## src/rtl/mem_arbiter_if.sv

```systemverilog
// mem_arbiter_if
//   Bundles the three buses that meet at the memory arbiter:
//     icache side : iREN, iaddr (to arbiter); iwait, iload (from arbiter)
//     dcache side : dREN, dWEN, daddr, dstore (to arbiter); dwait, dload (from arbiter)
//     RAM side    : ramREN, ramWEN, ramaddr, ramstore (from arbiter); ramload, ramstate (to arbiter)
//   Modports:
//     slave  - the arbiter's view (serves the caches, drives the RAM)
//     master - the surrounding environment's view (caches + RAM)
interface mem_arbiter_if #(
    parameter int unsigned WORD_W = 32,
    parameter int unsigned ADDR_W = 32
);
    logic              iREN;
    logic [ADDR_W-1:0] iaddr;
    logic              iwait;
    logic [WORD_W-1:0] iload;

    logic              dREN;
    logic              dWEN;
    logic [ADDR_W-1:0] daddr;
    logic [WORD_W-1:0] dstore;
    logic              dwait;
    logic [WORD_W-1:0] dload;

    logic              ramREN;
    logic              ramWEN;
    logic [ADDR_W-1:0] ramaddr;
    logic [WORD_W-1:0] ramstore;
    logic [WORD_W-1:0] ramload;
    logic [1:0]        ramstate;

    modport slave (
        input  iREN, iaddr, dREN, dWEN, daddr, dstore, ramload, ramstate,
        output iwait, iload, dwait, dload, ramREN, ramWEN, ramaddr, ramstore
    );

    modport master (
        output iREN, iaddr, dREN, dWEN, daddr, dstore, ramload, ramstate,
        input  iwait, iload, dwait, dload, ramREN, ramWEN, ramaddr, ramstore
    );
endinterface

```

## src/rtl/mem_arbiter.sv

```systemverilog
// mem_arbiter
//   Shares one single-port RAM between the icache miss port and the dcache.
//   A grant is held for a whole RAM transaction. The dcache normally wins,
//   but after STARVE_LIMIT dcache grants made while the icache was waiting,
//   the icache is forced ahead. Every completion is followed by one IDLE
//   cycle before the next grant.
//   Ports:
//     CLK   - clock, rising edge
//     nRST  - asynchronous active-low reset
//     bus   - mem_arbiter_if.slave (icache, dcache and RAM buses)
//   Parameters:
//     WORD_W, ADDR_W - data / address widths (must match the interface)
//     STARVE_LIMIT   - dcache grants tolerated while iREN pends (>=1)
module mem_arbiter #(
    parameter int unsigned WORD_W       = 32,
    parameter int unsigned ADDR_W       = 32,
    parameter int unsigned STARVE_LIMIT = 4
) (
    input logic           CLK,
    input logic           nRST,
    mem_arbiter_if.slave  bus
);
    localparam int unsigned CNT_W = $clog2(STARVE_LIMIT + 1);
    localparam logic [CNT_W-1:0] LIMIT = CNT_W'(STARVE_LIMIT);

    typedef enum logic [1:0] {IDLE, IGRANT, DGRANT} state_t;
    typedef enum logic [1:0] {RAM_FREE, RAM_BUSY, RAM_ACCESS, RAM_ERROR} ramstate_t;

    state_t           state;
    logic [CNT_W-1:0] starve_cnt;

    logic dreq;
    logic ram_done;

    assign dreq     = bus.dREN | bus.dWEN;
    assign ram_done = (bus.ramstate == RAM_ACCESS);

    // Grant decision and transaction tracking. A granted requester that
    // withdraws before ACCESS aborts back to IDLE without a wait pulse.
    always_ff @(posedge CLK or negedge nRST) begin
        if (!nRST) begin
            state      <= IDLE;
            starve_cnt <= '0;
        end else begin
            case (state)
                IDLE: begin
                    if (dreq && bus.iREN && starve_cnt == LIMIT) begin
                        state <= IGRANT;
                    end else if (dreq) begin
                        state <= DGRANT;
                        if (bus.iREN && starve_cnt != LIMIT)
                            starve_cnt <= starve_cnt + 1'b1;
                    end else if (bus.iREN) begin
                        state <= IGRANT;
                    end
                end
                IGRANT: begin
                    if (!bus.iREN) begin
                        state <= IDLE;
                    end else if (ram_done) begin
                        state      <= IDLE;
                        starve_cnt <= '0;
                    end
                end
                DGRANT: begin
                    if (!dreq || ram_done)
                        state <= IDLE;
                end
                default: state <= IDLE;
            endcase
        end
    end

    logic              iwait_c, dwait_c, ramren_c, ramwen_c;
    logic [WORD_W-1:0] iload_c, dload_c, ramstore_c;
    logic [ADDR_W-1:0] ramaddr_c;

    // RAM controls and completion strobes follow the live request in the
    // granted state so a 0-wait RAM completes in the grant cycle itself.
    always_comb begin
        iwait_c    = 1'b1;
        dwait_c    = 1'b1;
        iload_c    = '0;
        dload_c    = '0;
        ramren_c   = 1'b0;
        ramwen_c   = 1'b0;
        ramaddr_c  = '0;
        ramstore_c = '0;
        case (state)
            IGRANT: begin
                ramren_c  = bus.iREN;
                ramaddr_c = bus.iaddr;
                if (bus.iREN && ram_done) begin
                    iwait_c = 1'b0;
                    iload_c = bus.ramload;
                end
            end
            DGRANT: begin
                ramwen_c   = bus.dWEN;
                ramren_c   = bus.dREN & ~bus.dWEN;
                ramaddr_c  = bus.daddr;
                ramstore_c = bus.dstore;
                if (dreq && ram_done) begin
                    dwait_c = 1'b0;
                    if (!bus.dWEN)
                        dload_c = bus.ramload;
                end
            end
            default: ;
        endcase
    end

    assign bus.iwait    = iwait_c;
    assign bus.iload    = iload_c;
    assign bus.dwait    = dwait_c;
    assign bus.dload    = dload_c;
    assign bus.ramREN   = ramren_c;
    assign bus.ramWEN   = ramwen_c;
    assign bus.ramaddr  = ramaddr_c;
    assign bus.ramstore = ramstore_c;
endmodule

```

## src/flat_wrapper.sv

```systemverilog
// flat-port wrapper written by rule: the top's interface ports become plain ports
module mem_arbiter_flat 
#(
    parameter int unsigned WORD_W       = 32,
    parameter int unsigned ADDR_W       = 32,
    parameter int unsigned STARVE_LIMIT = 4
)
  (CLK, nRST, bus_iREN, bus_iaddr, bus_dREN, bus_dWEN, bus_daddr, bus_dstore, bus_ramload, bus_ramstate, bus_iwait, bus_iload, bus_dwait, bus_dload, bus_ramREN, bus_ramWEN, bus_ramaddr, bus_ramstore);
  mem_arbiter_if #(.WORD_W(WORD_W), .ADDR_W(ADDR_W)) bus_i ();
  input logic CLK;
  input logic nRST;
  input wire logic [$bits(bus_i.iREN)-1:0] bus_iREN;
  input wire logic [$bits(bus_i.iaddr)-1:0] bus_iaddr;
  input wire logic [$bits(bus_i.dREN)-1:0] bus_dREN;
  input wire logic [$bits(bus_i.dWEN)-1:0] bus_dWEN;
  input wire logic [$bits(bus_i.daddr)-1:0] bus_daddr;
  input wire logic [$bits(bus_i.dstore)-1:0] bus_dstore;
  input wire logic [$bits(bus_i.ramload)-1:0] bus_ramload;
  input wire logic [$bits(bus_i.ramstate)-1:0] bus_ramstate;
  output wire logic [$bits(bus_i.iwait)-1:0] bus_iwait;
  output wire logic [$bits(bus_i.iload)-1:0] bus_iload;
  output wire logic [$bits(bus_i.dwait)-1:0] bus_dwait;
  output wire logic [$bits(bus_i.dload)-1:0] bus_dload;
  output wire logic [$bits(bus_i.ramREN)-1:0] bus_ramREN;
  output wire logic [$bits(bus_i.ramWEN)-1:0] bus_ramWEN;
  output wire logic [$bits(bus_i.ramaddr)-1:0] bus_ramaddr;
  output wire logic [$bits(bus_i.ramstore)-1:0] bus_ramstore;
  assign bus_i.iREN = bus_iREN;
  assign bus_i.iaddr = bus_iaddr;
  assign bus_i.dREN = bus_dREN;
  assign bus_i.dWEN = bus_dWEN;
  assign bus_i.daddr = bus_daddr;
  assign bus_i.dstore = bus_dstore;
  assign bus_i.ramload = bus_ramload;
  assign bus_i.ramstate = bus_ramstate;
  assign bus_iwait = bus_i.iwait;
  assign bus_iload = bus_i.iload;
  assign bus_dwait = bus_i.dwait;
  assign bus_dload = bus_i.dload;
  assign bus_ramREN = bus_i.ramREN;
  assign bus_ramWEN = bus_i.ramWEN;
  assign bus_ramaddr = bus_i.ramaddr;
  assign bus_ramstore = bus_i.ramstore;
  mem_arbiter #(.WORD_W(WORD_W), .ADDR_W(ADDR_W), .STARVE_LIMIT(STARVE_LIMIT)) u_core (.CLK(CLK), .nRST(nRST), .bus(bus_i));
endmodule
```

## config.mk

```make
export PLATFORM = sky130hd
export DESIGN_NAME = mem_arbiter_flat
export DESIGN_NICKNAME = d
export VERILOG_FILES = /design/src/rtl/mem_arbiter_if.sv /design/src/rtl/mem_arbiter.sv /design/src/flat_wrapper.sv
export SDC_FILE = /design/constraint.sdc
export NUM_CORES = 1
export LEC_CHECK = 0
export ABC_AREA = 0
export ABC_CLOCK_PERIOD_IN_PS = 2200
export CORE_AREA = 2 2 102 104
export CTS_CLUSTER_SIZE = 8
export DETAILED_ROUTE_END_ITERATION = 8
export DIE_AREA = 0 0 104 106
export DONT_BUFFER_PORTS = 1
export PLACE_DENSITY_LB_ADDON = 0.05
export SYNTH_ARGS = -nofsm -noshare
export SYNTH_HDL_FRONTEND = slang
export SYNTH_SLANG_ARGS = --single-unit
export TNS_END_PERCENT = 100
```

## constraint.sdc

```tcl
create_clock -name CLK -period 2.2 [get_ports CLK]
set_clock_uncertainty 0.15 [all_clocks]
set_input_delay 0.44 -clock CLK [delete_from_list [all_inputs] [get_ports CLK]]
set_output_delay 0.44 -clock CLK [all_outputs]
set_load 0.05 [all_outputs]
```

==> results of run 1 <==
==> cells in the mapped netlist, drive strengths merged <==
library cell / instances / share of area [%]
a21oi: 1 / 0.32
a21boi: 1 / 0.47
nand2: 4 / 1.4
a22o: 1 / 0.63
and2: 98 / 39
nand3b: 1 / 0.47
a22oi: 32 / 15
buf: 9 / 3.2
nor2: 4 / 1.7
nor3: 1 / 0.63
nor2b: 33 / 13
dfrtp: 5 / 7.9
mux2: 2 / 1.9
o2111ai: 1 / 0.95
o21ai: 2 / 0.87
clkbuf: 11 / 2.8
inv: 6 / 1.4
ha: 5 / 3.9
o2bb2ai: 1 / 0.55
a32oi: 1 / 1.0
o211ai: 1 / 0.47
or2: 1 / 0.39
nand2b: 1 / 0.55
mux2i: 2 / 1.3
==> metal layers <==
| metal | routed length, µm | GRT usage [%] | up-vias |
|---|---|---|---|
| li1 | - | - | 991 |
| met1 | 2736 | 14.06 | 941 |
| met2 | 5268 | 31.44 | 153 |
| met3 | 914 | 4.292 | 2 |
| met4 | 40 | 1.737 | 0 |
| met5 | 0 | 0 | - |
==> worst register-to-register path, delay by kind of cell (launching register included) <==
kind / cells / cell delay, ns
DFF: 1 / 0.41
buffers and inverters: 2 / 0.33
adders and majority gates: 1 / 0.18
muxes: 1 / 0.33
AOI/OAI and AO/OA: 2 / 0.32
and+or+nand+nor: 1 / 0.08
==> power by group <==
group	leakage (nW)	internal, mW	total, mW	switching, mW
Clock	0.0228	0.125	0.171	0.0462
Combinational	1.78	2.19	4.58	2.39
Sequential	0.0606	0.131	0.167	0.0358
Total	1.87	2.44	4.92	2.47
==> logic make-up after synthesis <==
logic type	after synthesis	share of synthesized area [%]
AOI/OAI and AO/OA	41	20.43
DFF	5	7.886
buffers and inverters	26	7.492
and+or+nand+nor	143	57.10
adders and majority gates	5	3.943
muxes	4	3.155
==> cell type report <==
class	count	area share, %
multi-input cells	193	33.79
inverters	6	0.4748
well taps	136	3.587
repair buffers	143	58.56
flip-flops and latches	5	2.638
clock buffers	4	0.9496
==> how the worst min path moves through the flow <==
| stage | startpoint | endpoint | slack (ns) |
|---|---|---|---|
| floorplan | nRST | u_core.starve_cnt[0] | -0.006 |
| detailed placement | nRST | u_core.starve_cnt[1] | -0.005 |
| global placement | nRST | u_core.starve_cnt[1] | -0.005 |
| CTS | bus_iREN | u_core.starve_cnt[2] | 0.29 |
| finish | bus_iREN | u_core.starve_cnt[2] | 0.29 |
| global route | bus_iREN | u_core.starve_cnt[2] | 0.32 |
==> registers in the layout (all words and copies together), names as in the netlist <==
signal	flops
u_core.starve_cnt	3
u_core.state	2
==> repair_timing <==
item	in CTS	in global routing
pin swaps	7	3
endpoints found under the setup margin	97	130
resized for setup	46	27
gates cloned	2	1
setup buffers	4	0
endpoints found under the hold margin	5	0
hold buffers	1	0
==> per-stage QoR <==
stage               total power, mW  std cells  TNS [ns]
detailed placement            4.498        477         0
CTS                           4.886        488    -1.370
floorplan                     2.592        224         0
finish                        4.917        487         0
global route                  5.130        487    -3.550
global placement              4.492        477         0
==> results.yml, run 1 <==
timing:
  period_share_pct: 99.22
  fmax_mhz: 458.1
  worst_pin_slew_ns: 0.2763
  setup_slack_ns: 0.01708
  min_period_ns: 2.183
  rsz0062_at_grt: "true"
  hold_slack_ns: 0.2924
  hold_viol: 0
  final-max-slew-violation-count: 0
  slew_headroom_pct: 81.52
  setup_viol: 0
floorplanning:
  start_util_pct: 15.87
  pin_count: 267
  coreArea_um2: 10000
  die_w_um: 104
  num_rows: 37
  dieHeight_um: 106
  die_area_um2: 11020
critical_path:
  end_kind: "output pin"
  startpoint_type: "register"
  endpoint: "bus_ramaddr[1]"
  r2r_cells: 7
  cp.depth: 5
  path_cells: "inv_2 > ha_1 > buf_4 > nor2b_2 > buf_12"
  r2r_slack_ns: 0.29
  cp.arrival_ns: 1.59
  rr_startpoint: "u_core.state[1]"
  path_max_fanout: 6
  criticalPathCategory: "register to output pin"
  cp_top_family: "buffers and inverters"
  path_buf_inv: 3
  cp_slowest_cell: "dfrtp_1"
  worstPathRequired_ns: 1.61
  rr_endpoint: "u_core.state[0]"
  cp_slowest_stage_delay_ns: 0.40
  crit_start: "u_core.state[1]"
pwr:
  p_leak_nw: 1.866
  ir_drop_mv: 0.6867
  powerDensity_nw_per_um2: 1037
cells_and_area:
  fin_util_pct: 47.43
  n_antenna_cell: 0
  layout.cells.most_common: "buf_12"
  multiInputGateArea_um2: 1603
  area_delta_synth_final_pct: 199.0
  nFillCells: 921
  regArea_um2: 125.1
  nets: 492
  drive_above_1_share_pct: 70.94
  postLayoutCellArea_um2: 4743
  layout_common_cells: "buf_12 (129), and2_4 (50), and2_1 (47), nor2b_2 (30), a22oi_1 (26)"
cts:
  cts_root_buffer: "clkbuf_8"
  cts_buffers: 3
  htreeDepth: 1
  cts_buffer_depth: 2
  cts_tree: "yes"
  cts_sinks: 5
  clock_latency_ns: 0.22
  clk_pin_slew_ns: 0.04
routing:
  dr.pass1.iters: 4
  via_per_inst: 4.285
  vias: 2087
  drc: 0
  wire_per_inst_um: 18.40
  drt_wl_total_mm: 8.960
  drt_iter0_drc: 56
  ant_nets: 0
placement:
  dp_hpwl_mm: 7.503
  globalplace.congestion: 0.7721
  placedInstanceArea_um2: 4405
  post-place-ws_ns: 0.1124
  numPortBuffers: 0
global_routing:
  grt_usage_pct: 14.75
  grt_pass1_wl_mm: 12.79
  antenna_found_initial: 0
  first_global_vias: 2116
  grt_max_degree: 37
  overflow: 0
logic_synthesis:
  ys_ff_latch: 5
  synth_nets: 364
  synth_seq_area_share_pct: 7.886
  ys_warn_count: 0
  postSynthCellCount: 224
  synth_area_um2: 1587
  synthDistinctLibCells: 32
  syn_area_per_cell_um2: 7.083
outcome:
  outcome: "finished, final reports clean"
min_path:
  holdPathStages: 2
  hp-class: "input pin to register"
flow_run:
  cap_violations: 0
(Power assumes the default switching activity.)
==> run 2: changes to the inputs <==
- CAP_MARGIN: not set -> 40
==> results of run 2 <==
The final DEF is identical to that of run 1; final timing and power are the same.
